## config.mk

```make
export PLATFORM = sky130hd
export DESIGN_NAME = pupil_centroid_flat
export DESIGN_NICKNAME = d
export VERILOG_FILES = /design/src/rtl/pupil_centroid_if.sv /design/src/rtl/pupil_centroid.sv /design/src/flat_wrapper.sv
export SDC_FILE = /design/constraint.sdc
export NUM_CORES = 1
export LEC_CHECK = 0
export BUFFER_PORTS_ARGS = -buffer_cell sky130_fd_sc_hd__clkbuf_2
export CAP_MARGIN = 20
export CORE_ASPECT_RATIO = 1.2
export CORE_MARGIN = 2
export CORE_UTILIZATION = 45
export CTS_CLUSTER_DIAMETER = 150
export DETAILED_ROUTE_END_ITERATION = 10
export SKIP_LAST_GASP = 1
export SLEW_MARGIN = 10
export SYNTH_ARGS = -nofsm -noshare
export SYNTH_HDL_FRONTEND = slang
export SYNTH_SLANG_ARGS = --single-unit
```

## constraint.sdc

```tcl
create_clock -name iCLK -period 2.75 [get_ports iCLK]
set_input_delay 0.1375 -clock iCLK [delete_from_list [all_inputs] [get_ports iCLK]]
set_output_delay 0.1375 -clock iCLK [all_outputs]
set_load 0.03 [all_outputs]
```

## src/rtl/pupil_centroid_if.sv

```systemverilog
// Pixel-stream inputs and centroid result outputs of pupil_centroid, bundled as one interface.
// The master modport drives the pixel stream; the slave modport is the centroid block.
interface pupil_centroid_if #(
    parameter int unsigned CW    = 13,
    parameter int unsigned CNT_W = 21
) ();
    logic             iFVAL;
    logic             iDVAL;
    logic [9:0]       iDATA;
    logic [CW-1:0]    iH_Cont;
    logic [CW-1:0]    iV_Cont;
    logic [9:0]       iThreshold;
    logic [CW-1:0]    oCenter_X;
    logic [CW-1:0]    oCenter_Y;
    logic [CNT_W-1:0] oPixCount;
    logic             oFound;
    logic             oValid;
    logic             oBusy;
    logic             oOverrun;

    modport master (
        output iFVAL, iDVAL, iDATA, iH_Cont, iV_Cont, iThreshold,
        input  oCenter_X, oCenter_Y, oPixCount, oFound, oValid, oBusy, oOverrun
    );

    modport slave (
        input  iFVAL, iDVAL, iDATA, iH_Cont, iV_Cont, iThreshold,
        output oCenter_X, oCenter_Y, oPixCount, oFound, oValid, oBusy, oOverrun
    );
endinterface

```

## src/rtl/pupil_centroid.sv

```systemverilog
// Dark-pupil centroid: per-frame dark-pixel count and X/Y sums, then a serial restoring divide.
// Optional search window restricting dark pixels is enabled by defining PUPIL_ROI_EN.
module pupil_centroid #(
    parameter int unsigned CW      = 13,
    parameter int unsigned CNT_W   = 21,
    parameter int unsigned SUM_W   = 34,
    parameter int unsigned MIN_PIX = 16,
    parameter int unsigned ROI_X0  = 256,
    parameter int unsigned ROI_X1  = 1279,
    parameter int unsigned ROI_Y0  = 0,
    parameter int unsigned ROI_Y1  = 959
) (
    input logic             iCLK,
    input logic             iRST,
    pupil_centroid_if.slave bus
);
    localparam int unsigned BW = $clog2(SUM_W);

    typedef enum logic [1:0] {StIdle, StDivX, StDivY, StDone} state_e;

    state_e           state_q, state_d;
    logic             fval_q;
    logic [9:0]       thr_q;
    logic [CNT_W-1:0] cnt_q;
    logic [SUM_W-1:0] sumx_q, sumy_q;
    logic [CNT_W-1:0] div_q;
    logic [CNT_W-1:0] rem_q;
    logic [SUM_W-1:0] dvd_q;
    logic [SUM_W-1:0] sumy_snap_q;
    logic [BW-1:0]    bit_q;
    logic             found_n_q;
    logic [CW-1:0]    qx_q;
    logic [CW-1:0]    cx_q, cy_q;
    logic [CNT_W-1:0] pix_q;
    logic             found_q, valid_q, overrun_q;

    logic             frame_start, frame_end, in_roi, dark, snap, enough, last;
    logic             busy, do_step, done;
    logic [CNT_W:0]   rem_sh;
    logic             ge;
    logic [CNT_W-1:0] rem_nx;
    logic [SUM_W-1:0] quo_nx;

    assign frame_start = ~fval_q & bus.iFVAL;
    assign frame_end   = fval_q & ~bus.iFVAL;

`ifdef PUPIL_ROI_EN
    assign in_roi = (bus.iH_Cont >= CW'(ROI_X0)) && (bus.iH_Cont <= CW'(ROI_X1)) &&
                    (bus.iV_Cont >= CW'(ROI_Y0)) && (bus.iV_Cont <= CW'(ROI_Y1));
`else
    assign in_roi = 1'b1;
`endif

    assign dark   = bus.iFVAL & bus.iDVAL & (bus.iDATA <= thr_q) & in_roi;
    assign snap   = frame_end & (state_q == StIdle);
    assign enough = cnt_q >= CNT_W'(MIN_PIX);
    assign last   = bit_q == BW'(SUM_W - 1);

    // Restoring divide step: dividend MSB shifts into the remainder, quotient bit into the LSB.
    assign rem_sh = {rem_q, dvd_q[SUM_W-1]};
    assign ge     = rem_sh >= {1'b0, div_q};
    assign rem_nx = ge ? CNT_W'(rem_sh - {1'b0, div_q}) : rem_sh[CNT_W-1:0];
    assign quo_nx = {dvd_q[SUM_W-2:0], ge};

    always_ff @(posedge iCLK) begin
        if (iRST) begin
            fval_q <= 1'b0;
            thr_q  <= '0;
            cnt_q  <= '0;
            sumx_q <= '0;
            sumy_q <= '0;
        end else begin
            fval_q <= bus.iFVAL;
            if (frame_start) begin
                thr_q  <= bus.iThreshold;
                cnt_q  <= dark ? CNT_W'(1) : '0;
                sumx_q <= dark ? SUM_W'(bus.iH_Cont) : '0;
                sumy_q <= dark ? SUM_W'(bus.iV_Cont) : '0;
            end else if (dark) begin
                if (cnt_q != '1) cnt_q <= cnt_q + CNT_W'(1);
                sumx_q <= sumx_q + SUM_W'(bus.iH_Cont);
                sumy_q <= sumy_q + SUM_W'(bus.iV_Cont);
            end
        end
    end

    always_ff @(posedge iCLK) begin
        if (iRST) state_q <= StIdle;
        else      state_q <= state_d;
    end

    always_comb begin
        state_d = state_q;
        unique case (state_q)
            StIdle:  if (snap) state_d = enough ? StDivX : StDone;
            StDivX:  if (last) state_d = StDivY;
            StDivY:  if (last) state_d = StDone;
            StDone:  state_d = StIdle;
            default: state_d = StIdle;
        endcase
    end

    always_comb begin
        busy    = 1'b1;
        do_step = 1'b0;
        done    = 1'b0;
        unique case (state_q)
            StIdle:         busy    = 1'b0;
            StDivX, StDivY: do_step = 1'b1;
            StDone:         done    = 1'b1;
            default:        busy    = 1'b0;
        endcase
    end

    always_ff @(posedge iCLK) begin
        if (iRST) begin
            div_q       <= '0;
            rem_q       <= '0;
            dvd_q       <= '0;
            sumy_snap_q <= '0;
            bit_q       <= '0;
            found_n_q   <= 1'b0;
            qx_q        <= '0;
        end else if (snap) begin
            div_q       <= cnt_q;
            rem_q       <= '0;
            dvd_q       <= sumx_q;
            sumy_snap_q <= sumy_q;
            bit_q       <= '0;
            found_n_q   <= enough;
        end else if (do_step) begin
            if (last) begin
                bit_q <= '0;
                rem_q <= '0;
                // X quotient is parked so the same shift register can divide Y next.
                if (state_q == StDivX) begin
                    qx_q  <= quo_nx[CW-1:0];
                    dvd_q <= sumy_snap_q;
                end else begin
                    dvd_q <= quo_nx;
                end
            end else begin
                bit_q <= bit_q + BW'(1);
                rem_q <= rem_nx;
                dvd_q <= quo_nx;
            end
        end
    end

    always_ff @(posedge iCLK) begin
        if (iRST) begin
            cx_q      <= '0;
            cy_q      <= '0;
            pix_q     <= '0;
            found_q   <= 1'b0;
            valid_q   <= 1'b0;
            overrun_q <= 1'b0;
        end else begin
            valid_q   <= done;
            overrun_q <= frame_end & busy;
            if (done) begin
                pix_q   <= div_q;
                found_q <= found_n_q;
                if (found_n_q) begin
                    cx_q <= qx_q;
                    cy_q <= dvd_q[CW-1:0];
                end
            end
        end
    end

    assign bus.oCenter_X = cx_q;
    assign bus.oCenter_Y = cy_q;
    assign bus.oPixCount = pix_q;
    assign bus.oFound    = found_q;
    assign bus.oValid    = valid_q;
    assign bus.oBusy     = busy;
    assign bus.oOverrun  = overrun_q;
endmodule
```

## src/flat_wrapper.sv

```systemverilog
// flat-port wrapper written by rule: the top's interface ports become plain ports
module pupil_centroid_flat 
#(
    parameter int unsigned CW      = 13,
    parameter int unsigned CNT_W   = 21,
    parameter int unsigned SUM_W   = 34,
    parameter int unsigned MIN_PIX = 16,
    parameter int unsigned ROI_X0  = 256,
    parameter int unsigned ROI_X1  = 1279,
    parameter int unsigned ROI_Y0  = 0,
    parameter int unsigned ROI_Y1  = 959
)
  (iCLK, iRST, bus_iFVAL, bus_iDVAL, bus_iDATA, bus_iH_Cont, bus_iV_Cont, bus_iThreshold, bus_oCenter_X, bus_oCenter_Y, bus_oPixCount, bus_oFound, bus_oValid, bus_oBusy, bus_oOverrun);
  pupil_centroid_if #(.CW(CW), .CNT_W(CNT_W)) bus_i ();
  input logic iCLK;
  input logic iRST;
  input wire logic [$bits(bus_i.iFVAL)-1:0] bus_iFVAL;
  input wire logic [$bits(bus_i.iDVAL)-1:0] bus_iDVAL;
  input wire logic [$bits(bus_i.iDATA)-1:0] bus_iDATA;
  input wire logic [$bits(bus_i.iH_Cont)-1:0] bus_iH_Cont;
  input wire logic [$bits(bus_i.iV_Cont)-1:0] bus_iV_Cont;
  input wire logic [$bits(bus_i.iThreshold)-1:0] bus_iThreshold;
  output wire logic [$bits(bus_i.oCenter_X)-1:0] bus_oCenter_X;
  output wire logic [$bits(bus_i.oCenter_Y)-1:0] bus_oCenter_Y;
  output wire logic [$bits(bus_i.oPixCount)-1:0] bus_oPixCount;
  output wire logic [$bits(bus_i.oFound)-1:0] bus_oFound;
  output wire logic [$bits(bus_i.oValid)-1:0] bus_oValid;
  output wire logic [$bits(bus_i.oBusy)-1:0] bus_oBusy;
  output wire logic [$bits(bus_i.oOverrun)-1:0] bus_oOverrun;
  assign bus_i.iFVAL = bus_iFVAL;
  assign bus_i.iDVAL = bus_iDVAL;
  assign bus_i.iDATA = bus_iDATA;
  assign bus_i.iH_Cont = bus_iH_Cont;
  assign bus_i.iV_Cont = bus_iV_Cont;
  assign bus_i.iThreshold = bus_iThreshold;
  assign bus_oCenter_X = bus_i.oCenter_X;
  assign bus_oCenter_Y = bus_i.oCenter_Y;
  assign bus_oPixCount = bus_i.oPixCount;
  assign bus_oFound = bus_i.oFound;
  assign bus_oValid = bus_i.oValid;
  assign bus_oBusy = bus_i.oBusy;
  assign bus_oOverrun = bus_i.oOverrun;
  pupil_centroid #(.CW(CW), .CNT_W(CNT_W), .SUM_W(SUM_W), .MIN_PIX(MIN_PIX), .ROI_X0(ROI_X0), .ROI_X1(ROI_X1), .ROI_Y0(ROI_Y0), .ROI_Y1(ROI_Y1)) u_core (.iCLK(iCLK), .iRST(iRST), .bus(bus_i));
endmodule
```

==> flow_metrics.py, run 1 <==
metrics = {
    "outcome": {
        "status": "finished with violations",
        "violations": "setup timing",
    },
    "final_layout": {
        "drive_above_1_share": 0.1829,
        "mostFrequentLayoutCells": "nand2_1, dfxtp_1, a21oi_1",
        "nFillCells": 2952,
        "area_delta_synth_final_pct": 25.62,
        "num-nets-final": 2144,
        "final_common_cell": "nand2_1",
        "fin_area_sq_um": 17990,
        "antenna_cells": 0,
    },
    "clock_network": {
        "clock_sinks": 282,
        "cts.htree.levels": 1,
        "clk_latency_ns": 0.56,
        "clock_tree.root_cell": "clkbuf_16",
        "cts_inserted_buffers": 30,
        "clockBufferDepth": 3,
        "cts_tree": "yes",
        "clk_pin_slew_worst_paths_ns": 0.06,
    },
    "yosys": {
        "ys_types": 59,
        "synth-edff-count": 0,
        "syn_nets": 1954,
        "syn_area_per_cell_sq_um": 7.800,
        "synth_cells": 1836,
        "syn_area_sq_um": 14320,
        "synth.top_cell.area_share": 0.3942,
        "ys_seq_area_frac": 0.3942,
        "synthTopCellsByArea": "dfxtp_1, nand2_1, a21oi_1",
        "ys_async_sr_fraction": 0,
        "synth_largest_area_cell": "dfxtp_1",
        "ys_seq_elements": 282,
        "synthFlopType": "dfxtp_1",
        "ys_warn_count": 0,
    },
    "floorplanning": {
        "row_count": 71,
        "floorplan.initialDensity": 0.4567,
        "ios": 101,
        "die_w_um": 166.9,
        "core_sq_um": 31360,
        "die_h_um": 199.4,
        "die-area_sq_um": 33270,
    },
    "setup_path": {
        "worst-endpoint-required_ns": 3.24,
        "crit_type": "flip-flop to flip-flop",
        "cp.arrival_ns": 3.26,
        "worstSetupEndpointType": "flip-flop",
        "path_max_fanout": 6,
        "startpoint_type": "flip-flop",
    },
    "placement": {
        "placed_area_sq_um": 15820,
        "preCtsSetupSlack_ns": -0.2023,
        "hpwl_um": 28610,
        "portBuffers": 100,
        "gp_congestion": 0.8856,
    },
    "timing": {
        "fin_crit_sh": 1.008,
        "min_period_ns": 2.773,
        "finalClockSkew_ns": 0.01661,
        "fmax_mhz": 360.6,
        "grt_setup_unrepaired": "true",
        "relSlewSlack": 0.4179,
        "setup_viol": 4,
        "finalSetupTns_ns": -0.05864,
        "tightest_slew_ns": 0.8731,
        "slew_viol_final": 0,
        "setup_slack_ns": -0.02282,
        "final-hold-violation-count": 0,
    },
    "routing": {
        "wire_per_inst_um": 17.12,
        "vias": 13790,
        "drcViolationCount": 0,
        "wirelength_um": 41950,
        "viasPerCell": 5.628,
        "first_pass_iters": 6,
        "antenna_left": 0,
        "first_iter_violations": 841,
    },
    "global_route": {
        "grt_max_degree": 134,
        "antenna_found_initial": 0,
        "grtUsageTotal": 0.2399,
        "grt_first_pass_wirelength_um": 66260,
        "grt-ovfl-total": 0,
        "grt_pass1_vias": 13070,
    },
    "pwr": {
        "power_density_nw_per_um2": 910.5,
        "power_w": 0.01638,
        "p_leak_nw": 6.825,
        "ir_drop_uv": 945.1,
    },
    "run": {
        "drv_cap": 0,
    },
    "hold_path": {
        "hold_class": "primary input to flip-flop",
    },
}
-- stage by stage --
stage	util	instances	hold slack, ns
5_1_grt	0.5737	2451	0.3668
6_report	0.5737	2451	0.3603
2_1_floorplan	-	1836	0.2657
3_3_place_gp	0.5046	2333	0.3611
4_1_cts	0.5562	2434	0.3312
3_5_place_dp	0.5046	2333	0.3608
-- kinds of logic (layout without fill, tap and decap cells) --
kind of cell	after synthesis	count (layout)	synth area share
xor+xnor	60	60	0.03669
mux	39	39	0.02735
simple gates	763	763	0.2414
fa+ha+maj	68	68	0.06098
compound gates	443	443	0.1913
flops	282	282	0.3942
buf+inv	181	395	0.04805
-- final timing paths --
| kind | slack [ns] | cells after the start | end | start |
|---|---|---|---|---|
| setup reg to reg | -0.02 | 9 | u_core.sumx_q[27]$_SDFFE_PP0P_ | u_core.thr_q[5]$_SDFFE_PP0P_ |
| hold / removal | 0.36 | 4 | u_core.thr_q[6]$_SDFFE_PP0P_ | bus_iThreshold[6] |
| setup / recovery | -0.02 | 9 | u_core.sumx_q[27]$_SDFFE_PP0P_ | u_core.thr_q[5]$_SDFFE_PP0P_ |
| hold reg to reg | 0.45 | 2 | u_core.bus.oCenter_X[8]$_SDFFE_PP0P_ | u_core.bus.oCenter_X[8]$_SDFFE_PP0P_ |
-- cell type report --
cell class,count,area [sq um],share of cell area
clock buffers,43,900.9,0.05008
clock inverters,13,172.7,0.009598
inverters,65,244.0,0.01356
multi-input cells,1373,8414,0.4677
flip-flops and latches,282,5652,0.3142
well taps,401,501.7,0.02789
repair buffers,274,2105,0.1170
-- cells in the mapped netlist, types with 8 or more instances --
master	n
nor4_1	26
ha_1	65
and3_1	17
buf_1	10
nand3_1	64
mux2i_1	38
clkbuf_1	104
nand2_1	313
a221oi_1	13
and2_1	8
o21ai_0	58
inv_1	65
a311oi_1	33
a32oi_1	8
nor3_1	32
nor2b_1	12
o21a_1	16
or3_1	17
dfxtp_1	282
a21o_1	13
xnor2_1	42
a211oi_1	17
or4_1	17
nor2_1	194
a21oi_1	219
nand4_1	32
xor2_1	18
o211ai_1	9
-- report_power, final --
part / internal, W / total [W] / switching (W)
Combinational: 0.00308 / 0.00706 / 0.00398
Sequential: 0.00452 / 0.00499 / 0.000463
Clock: 0.00264 / 0.00433 / 0.00169
-- registers in the layout, indices dropped and copies added, names as in the netlist --
name                  count
u_core.dvd_q             34
u_core.sumx_q            34
u_core.sumy_q            34
u_core.sumy_snap_q       34
u_core.bus.oPixCount     21
u_core.cnt_q             21
u_core.div_q             21
u_core.rem_q             21
u_core.bus.oCenter_X     13
u_core.bus.oCenter_Y     13
u_core.qx_q              13
u_core.thr_q             10
u_core.bit_q              6
u_core.state_q            2
u_core.bus.oFound         1
u_core.bus.oOverrun       1
u_core.bus.oValid         1
u_core.found_n_q          1
u_core.fval_q             1
-- worst max-delay path, stage by stage, from the launching register on --
cell and delay, ns:
dfxtp_2 0.33, inv_2 0.04, ha_4 0.25, nand4_1 0.13
or4_4 0.57, nor2b_4 0.15, a22o_4 0.27, or4_4 0.46
or3_1 0.35, a21oi_2 0.15
-- timing repair --
item / 4_1_cts / 5_1_grt
hold buffers: 38 / 0
setup endpoints to repair: 57 / 74
resized for setup: 32 / 86
setup buffers: 7 / 14
pin swaps: 15 / 28
endpoints found under the hold margin: 64 / 0
cloned: 0 / 4
-- metal layers --
metal / up-vias / share of wire / GRT usage
met5: - / 0 / 0
met4: 0 / 0.034 / 0.08078
met3: 101 / 0.034 / 0.02258
met2: 314 / 0.50 / 0.4478
met1: 6513 / 0.43 / 0.2883
li1: 6866 / - / -
(Power assumes the default switching activity.)
==> inputs of run 2 (changes only) <==
CORE_UTILIZATION = 55   (was 45)
PLACE_DENSITY = 0.77   (was not set)
==> run 2 against run 1 <==
The run still ends with setup timing left. Power increased by 1.9%. Non-clock buffer count shrank 40. Sequential power about the same. Combinational power hardly changed. Wire length decreased by 4.5%. Flip-flop and latch count unchanged. Clock-buffer cell count fell by 7. Critical path type unchanged. Largest cell class unchanged.
==> flow_metrics.py, run 2 (synthesized netlist as in run 1, its figures left out) <==
metrics = {
    "outcome": {
        "status": "finished with violations",
        "violations": "setup timing",
    },
    "routing": {
        "antenna_left": 0,
        "drcViolationCount": 0,
        "first_iter_violations": 1035,
        "wire_per_inst_um": 17.15,
        "wirelength_um": 40080,
        "first_pass_iters": 6,
        "vias": 13900,
        "viasPerCell": 5.947,
    },
    "timing": {
        "final-hold-violation-count": 0,
        "min_period_ns": 2.774,
        "fmax_mhz": 360.5,
        "slew_viol_final": 0,
        "grt_setup_unrepaired": "true",
        "setup_viol": 3,
        "finalSetupTns_ns": -0.03068,
        "finalClockSkew_ns": 0.009777,
        "fin_crit_sh": 1.009,
        "tightest_slew_ns": 0.9030,
        "setup_slack_ns": -0.02421,
        "fin_hold_ws_ns": 0.01274,
        "relSlewSlack": 0.3952,
    },
    "clock_network": {
        "cts.htree.levels": 1,
        "clock_sinks": 282,
        "clockBufferDepth": 3,
        "cts_tree": "yes",
        "clk_latency_ns": 0.54,
        "clk_pin_slew_worst_paths_ns": 0.06,
        "clock_tree.root_cell": "clkbuf_16",
        "cts_inserted_buffers": 29,
    },
    "hold_path": {
        "hold_depth": 3,
        "hold_class": "primary input to flip-flop",
    },
    "setup_path": {
        "worstSetupEndpointType": "flip-flop",
        "critPathBufInv": 1,
        "r2r_cells": 9,
        "worst-endpoint-required_ns": 3.23,
        "crit_type": "flip-flop to flip-flop",
        "path_max_fanout": 5,
        "crit_top_cell": "or4_4",
        "cp_cell_sequence": "inv_2, ha_4, nand4_1, or4_4, nor2b_4, a22o_4, or4_4, or3_1, a21oi_1",
        "max_stage_delay_ns": 0.56,
        "startpoint_type": "flip-flop",
        "cp_top_family": "simple AND/OR/NAND/NOR gates",
        "cp_num_cells": 9,
        "cp_slowest_cell": "or4_4",
        "cp.arrival_ns": 3.25,
    },
    "final_layout": {
        "area_delta_synth_final_pct": 22.76,
        "nFillCells": 1976,
        "final_common_cell": "nand2_1",
        "num-nets-final": 2104,
        "mostFrequentLayoutCells": "nand2_1, dfxtp_1, a21oi_1",
        "fin_cells": 2337,
        "antenna_cells": 0,
        "drive_above_1_share": 0.1669,
        "fin_util": 0.6882,
    },
    "pwr": {
        "power_w": 0.01669,
        "p_leak_nw": 6.573,
        "power_density_nw_per_um2": 949.2,
        "ir_drop_uv": 705.8,
    },
    "floorplanning": {
        "core_sq_um": 25540,
        "ios": 101,
        "die_h_um": 180.8,
        "die-area_sq_um": 27350,
        "floorplan.initialDensity": 0.5606,
        "row_count": 64,
        "die_w_um": 151.3,
    },
    "placement": {
        "hpwl_um": 26580,
        "gp_congestion": 1.023,
        "dpl.cell_count": 2245,
        "portBuffers": 100,
    },
    "run": {
        "drv_cap": 0,
    },
    "global_route": {
        "grt-ovfl-total": 0,
        "grt_max_degree": 128,
        "grtUsageTotal": 0.2803,
        "antenna_found_initial": 0,
        "grt_first_pass_wirelength_um": 63190,
        "grt_pass1_vias": 12990,
    },
}
run 2: cell types whose count changed in the layout (fill, tap and decap cells not counted), sizes merged:
| cell | delta |
|---|---|
| buf | -33 |
| clkbuf | -9 |
| bufinv | +7 |
| dlygate4sd3 | -5 |
| clkinvlp | -3 |
| clkinv | -1 |
| or4 | +1 |
run 2: worst paths after layout:
kind | end | slack, ns | start
worst max-delay path | u_core.sumx_q[25]$_SDFFE_PP0P_ | -0.02 | u_core.thr_q[4]$_SDFFE_PP0P_
worst min-delay path | u_core.sumx_q[9]$_SDFFE_PP0P_ | 0.01 | bus_iH_Cont[9]
worst max register to register | u_core.sumx_q[25]$_SDFFE_PP0P_ | -0.02 | u_core.thr_q[4]$_SDFFE_PP0P_
worst min register to register | u_core.bus.oCenter_X[0]$_SDFFE_PP0P_ | 0.46 | u_core.qx_q[0]$_SDFFE_PP0P_
run 2: metal layers:
metal | part of all wire | track usage | up-vias
met5 | 0 | 0 | -
met3 | 0.054 | 0.03359 | 126
met1 | 0.40 | 0.3387 | 6514
met2 | 0.49 | 0.4820 | 485
li1 | - | - | 6773
met4 | 0.051 | 0.1480 | 0
run 2: area by class of cell:
| type | instances | area, sq um | share of cell area |
|---|---|---|---|
| Multi-Input combinational cell | 1374 | 8384 | 0.4769 |
| Sequential cell | 282 | 5650 | 0.3214 |
| Timing Repair Buffer | 234 | 1752 | 0.09964 |
| Clock buffer | 36 | 782.0 | 0.04448 |
| Tap cell | 330 | 412.9 | 0.02349 |
| Clock inverter | 16 | 355.3 | 0.02021 |
| Inverter | 65 | 244.0 | 0.01388 |
run 2: power by group:
group / internal [W] / leakage [nW] / total, W / switching (W)
logic: 0.00298 / 3.73 / 0.00703 / 0.00405
clock network: 0.00303 / 0.559 / 0.00467 / 0.00164
registers: 0.00452 / 2.29 / 0.00498 / 0.000457
run 2: repair_timing:
item,4_1_cts,5_1_grt
endpoints found under the setup margin,73,88
buffers inserted,3,2
pin swaps,8,39
endpoints found under the hold margin,33,0
hold buffers,33,0
gates cloned,3,1
gates resized for setup,17,85
run 2: stage by stage:
stage          setup WS [ns]  cell area, sq um
2_1_floorplan       -0.02445             14340
3_3_place_gp         -0.1193             15650
3_5_place_dp         -0.1778             15650
4_1_cts             -0.06204             17200
5_1_grt              -0.1291             17580
6_report            -0.02421             17580
run 2: tightest hold or removal path: stages:
cell	delay, ns
clkbuf_2	0.11
o21ai_0	0.16
a221oi_1	0.08
